### config.mk
export PLATFORM = sky130hd
export DESIGN_NAME = poly_eval_arbiter
export DESIGN_NICKNAME = d
export VERILOG_FILES = /design/src/rtl/poly_eval_arbiter.sv
export SDC_FILE = /design/constraint.sdc
export NUM_CORES = 1
export LEC_CHECK = 0
export CAP_MARGIN = 40
export CORE_ASPECT_RATIO = 0.8
export CORE_MARGIN = 3
export CORE_UTILIZATION = 43
export DETAILED_ROUTE_END_ITERATION = 8
export PLACE_DENSITY = 0.77
export SKIP_CTS_REPAIR_TIMING = 1
export SLEW_MARGIN = 15
export SYNTH_ARGS = -nofsm -noshare
export SYNTH_HDL_FRONTEND = slang
export SYNTH_SLANG_ARGS = --single-unit
### constraint.sdc
create_clock -name clk -period 3.9 [get_ports clk]
set_input_delay 0.975 -clock clk [delete_from_list [all_inputs] [get_ports clk]]
set_output_delay 0.975 -clock clk [all_outputs]
set_load 0.005 [all_outputs]
### src/rtl/poly_eval_arbiter.sv
// poly_eval_arbiter
// Round-robin arbiter that shares one 8-bit polynomial evaluator
// (A*X*X + B*X + C mod 256) between N_REQ requesters.
//   clk, reset      : clock, synchronous active-high reset
//   req             : level request per requester
//   op_a/b/c/x      : packed operand bytes, requester i at [8i+7:8i]
//   gnt             : one-hot pulse, operands of that requester captured
//   done            : one-hot pulse, result valid for that requester
//   result          : evaluation result, meaningful only with done
//   busy            : high whenever the FSM is not in IDLE
//   err             : sticky evaluator-timeout flag
//   eval_go         : evaluator Go
//   eval_data_in    : evaluator DataIn
//   eval_result     : evaluator DataResult
//   eval_valid      : evaluator ResultValid
module poly_eval_arbiter #(
  parameter int unsigned N_REQ   = 4,
  parameter int unsigned TIMEOUT = 15
) (
  input  logic               clk,
  input  logic               reset,
  input  logic [N_REQ-1:0]   req,
  input  logic [8*N_REQ-1:0] op_a,
  input  logic [8*N_REQ-1:0] op_b,
  input  logic [8*N_REQ-1:0] op_c,
  input  logic [8*N_REQ-1:0] op_x,
  output logic [N_REQ-1:0]   gnt,
  output logic [N_REQ-1:0]   done,
  output logic [7:0]         result,
  output logic               busy,
  output logic               err,
  output logic               eval_go,
  output logic [7:0]         eval_data_in,
  input  logic [7:0]         eval_result,
  input  logic               eval_valid
);

  localparam int unsigned PW = (N_REQ > 1) ? $clog2(N_REQ) : 1;
  localparam int unsigned CW = $clog2(TIMEOUT + 1);

  typedef enum logic [2:0] {IDLE, SEND, WAIT, DONE, FAULT} state_t;

  state_t          state;
  logic [PW-1:0]   ptr;
  logic [PW-1:0]   sel;
  logic [1:0]      idx;
  logic            phase_lo;
  logic [CW-1:0]   cnt;
  logic [7:0]      ops [4];

  logic            found;
  logic [PW-1:0]   pick;
  logic [7:0]      cap_a, cap_b, cap_c, cap_x;
  logic [N_REQ-1:0] sel_oh;

  // First set request at or after the pointer, wrapping.
  always_comb begin
    int unsigned cand;
    logic [PW-1:0] cidx;
    found = 1'b0;
    pick  = '0;
    cand  = 0;
    cidx  = '0;
    for (int unsigned i = 0; i < N_REQ; i++) begin
      cand = (32'(ptr) + i) % N_REQ;
      cidx = PW'(cand);
      if (!found && req[cidx]) begin
        found = 1'b1;
        pick  = cidx;
      end
    end
  end

  // Operand bytes of the candidate requester.
  always_comb begin
    cap_a = '0;
    cap_b = '0;
    cap_c = '0;
    cap_x = '0;
    for (int unsigned i = 0; i < N_REQ; i++) begin
      if (pick == PW'(i)) begin
        cap_a = op_a[8*i +: 8];
        cap_b = op_b[8*i +: 8];
        cap_c = op_c[8*i +: 8];
        cap_x = op_x[8*i +: 8];
      end
    end
  end

  // gnt is decoded from the registered state so the grant lands in the
  // same IDLE cycle the request is seen; this keeps one job per 16 cycles.
  always_comb begin
    gnt    = '0;
    sel_oh = '0;
    for (int unsigned i = 0; i < N_REQ; i++) begin
      gnt[i]    = (state == IDLE) && found && (pick == PW'(i));
      sel_oh[i] = (sel == PW'(i));
    end
  end

  assign busy = (state != IDLE);

  always_ff @(posedge clk) begin
    if (reset) begin
      state        <= IDLE;
      ptr          <= '0;
      sel          <= '0;
      idx          <= '0;
      phase_lo     <= 1'b0;
      cnt          <= '0;
      for (int unsigned i = 0; i < 4; i++) ops[i] <= '0;
      done         <= '0;
      result       <= '0;
      err          <= 1'b0;
      eval_go      <= 1'b0;
      eval_data_in <= '0;
    end else begin
      done    <= '0;
      eval_go <= 1'b0;
      case (state)
        IDLE: begin
          eval_data_in <= '0;
          if (found) begin
            sel          <= pick;
            ops[0]       <= cap_a;
            ops[1]       <= cap_b;
            ops[2]       <= cap_c;
            ops[3]       <= cap_x;
            ptr          <= (pick == PW'(N_REQ - 1)) ? '0 : pick + 1'b1;
            idx          <= '0;
            phase_lo     <= 1'b0;
            state        <= SEND;
            // Outputs are registered, so the first HI beat is set up here.
            eval_go      <= 1'b1;
            eval_data_in <= cap_a;
          end
        end
        SEND: begin
          if (!phase_lo) begin
            phase_lo <= 1'b1;
          end else if (idx == 2'd3) begin
            state        <= WAIT;
            cnt          <= '0;
            eval_data_in <= '0;
          end else begin
            idx          <= idx + 2'd1;
            phase_lo     <= 1'b0;
            eval_go      <= 1'b1;
            eval_data_in <= ops[idx + 2'd1];
          end
        end
        WAIT: begin
          if (eval_valid) begin
            result <= eval_result;
            done   <= sel_oh;
            state  <= DONE;
          end else if (cnt == CW'(TIMEOUT)) begin
            err   <= 1'b1;
            state <= FAULT;
          end else begin
            cnt <= cnt + 1'b1;
          end
        end
        DONE: begin
          state <= IDLE;
        end
        FAULT: begin
          err <= 1'b1;
        end
        default: state <= IDLE;
      endcase
    end
  end

endmodule

==> impl_metrics.json <==
{
  "ys.warnings.count": 0,
  "slew_violations": 0,
  "place_area_um2": 5722,
  "antenna_found_initial": 0,
  "synth_largest_area_cell": "edfxtp_1",
  "p_per_area_nw_per_um2": 367.0,
  "final_area_um2": 6043,
  "drtIter0Drc": 336,
  "dr.pass1.iters": 5,
  "avgViaCountPerCell": 5.571,
  "final_layout_size_suffix_gt1_frac": 0.09788,
  "fin_skew_ns": 0.008203,
  "synth.area.top_cells": "edfxtp_1, dfxtp_1, a21oi_1",
  "clk_pin_slew_ns": 0.06,
  "dp_hpwl_um": 9683,
  "critPathLaunchType": "input pin",
  "rows": 30,
  "h-tree-depth": 3,
  "slowest_stage": "clkdlybuf4s50_1",
  "grt_use_total": 0.2495,
  "drc_errors": 0,
  "synthTopCellsByCount": "a21oi_1, nand2_1, dfxtp_1",
  "outcome": "finished, final reports clean",
  "syn_inst": 448,
  "ir_worst_vdd_v": 0.0002238,
  "fmax_mhz": 263.9,
  "cellLeakagePower_nw": 2.271,
  "layout_min_cycle_time_ns": 3.790,
  "synth_ff_type": "dfxtp_1",
  "fillerInstances": 679,
  "setup_viol": 0,
  "layout_setup_ws_ns": 0.1104,
  "cap_violations": 0,
  "end_kind": "primary output",
  "die-area_um2": 10310,
  "grt_first_pass_wirelength_um": 20690,
  "dp_slack_ns": -0.1515,
  "multi_input_area_um2": 2026,
  "hp-class": "reg2reg",
  "cp.arrival_ns": 2.81,
  "core-area_um2": 8671,
  "worstMarginPinSlew_ns": 0.6893,
  "maxSlewHeadroom": 0.5380,
  "grt_max_degree": 62,
  "syn_nets": 597,
  "instances_no_fill": 725,
  "ys_ff_latch": 68,
  "crit_fanout": 6,
  "gp_congestion": 0.8099,
  "initial_utilization": 0.4524,
  "power_mw": 2.218,
  "synthToLayoutAreaGrowth_pct": 54.07,
  "drt_wl_total_um": 13170,
  "first_global_vias": 4033,
  "die_w_um": 112.8,
  "die_h_um": 91.43,
  "clock_latency_ns": 0.32,
  "ant_nets": 0,
  "placedCellCount": 708,
  "cts_tree": "done",
  "yosys.area.top_type_share": 0.2450,
  "ys_async_sr_fraction": 0,
  "cpMostUsedCell": "nor2_1",
  "seq_area_um2": 1682,
  "synth.avg_cell_area_um2": 8.756,
  "gr-total-overflow": 0,
  "synth_edf_count": 32,
  "wl_per_cell_um": 18.16,
  "numCtsBuffers": 9,
  "route.vias.total": 4039,
  "io_pins": 170,
  "hold_violations": 0,
  "path_class": "in2out",
  "cp_data_required_time_ns": 2.92,
  "cts_max_path_buffers": 2,
  "final_nets": 757,
  "path_cells": "dlymetal6s2s_1 -> mux2i_1 -> nor2_1 -> nor4_2 -> buf_4 -> ha_2 -> inv_1 -> nor2_1 -> clkdlybuf4s50_1",
  "placement.io_buffers": 169,
  "ys_seq_area_frac": 0.4287,
  "syn-cell-area_um2": 3923,
  "n_antenna_cell": 0,
  "worst_path_largest_cell_delay_ns": 0.52,
  "root_buffer": "clkbuf_16",
  "cts.sinks": 68,
  "synth.most_common_cell": "a21oi_1",
  "yosysUniqueCellTypes": 46,
  "finalCritPeriodShare": 0.9717
}
[power breakdown]
group,internal [mW],total (mW),switching (mW)
registers,0.816,0.850,0.0338
clock network,0.425,0.722,0.297
logic,0.331,0.645,0.315
total,1.57,2.22,0.646
[metrics by stage]
step,hold slack [ns],setup TNS [ns],util
6_report,0.4513,0,0.6970
5_1_grt,0.4763,-0.03842,0.6970
4_1_cts,0.4560,-0.6320,0.6909
3_5_place_dp,0.4493,-0.6034,0.6599
3_3_place_gp,0.4430,-0.2004,0.6599
2_1_floorplan,0.4490,0,-
[final cells by class]
type	instances	area share
clock inverter	7	0.007246
clock buffer	9	0.03727
inverter	28	0.01739
sequential	68	0.2783
multi-input combinational	316	0.3352
timing repair buffer	185	0.3014
tap	112	0.02319
[cell families (layout without fill, tap and decap cells)]
family	after synthesis	count (layout)	synth area share
compound gates	158	158	0.2488
fa+ha+maj	6	6	0.01914
buf+inv	64	229	0.06571
flops	68	68	0.4287
mux	10	10	0.05104
simple gates	142	142	0.1866
[layout by cell type, fill, tap and decap left out, types with 6 or more instances in the layout]
master	synthesis	final
edfxtp_1	32	32
nor2_1	32	32
mux4_2	8	8
a21oi_1	74	72
inv_1	28	28
clkdlybuf4s50_1	0	165
nand3b_1	9	9
nand3_1	6	6
a221o_1	11	11
dfxtp_1	36	36
nand2_1	54	54
buf_4	0	15
a22oi_1	23	23
nand2b_1	8	8
o22ai_1	8	7
clkbuf_16	0	9
o21ai_0	26	26
[worst max-delay path: cells and delay by family]
kind	cells	cell delay, ns
adder cells (fa/ha/maj)	1	0.18
multiplexers	1	0.19
AND/OR/NAND/NOR	3	0.52
buffers and inverters	4	0.95
[metal layers]
metal	GRT usage	vias to the layer above	wire [µm]
met3	0.07262	10	1196
met5	0	-	0
met2	0.3792	181	5846
met4	0.05506	0	130
li1	-	1949	-
met1	0.3523	1899	5994
[state kept, by name, summed over array words and instances (netlist names)]
signal,count
phase_lo,1
ptr,2
done,4
ops,32
sel,2
err,1
eval_go,1
cnt,4
idx,2
eval_data_in,8
state,3
result,8
[final timing paths]
kind / from / to / slack, ns / cells after the start
worst max-delay path: req[0] / gnt[3] / 0.11 / 9
worst min-delay path: result[3]$_SDFFE_PP0P_ / result[3]$_SDFFE_PP0P_ / 0.45 / 2
worst max register to register: ptr[1]$_SDFFE_PP0P_ / ops[0][5]$_SDFFCE_PN0P_ / 0.84 / 11
worst min register to register: result[3]$_SDFFE_PP0P_ / result[3]$_SDFFE_PP0P_ / 0.45 / 2
No activity file was read; power rests on OpenSTA's default activity.
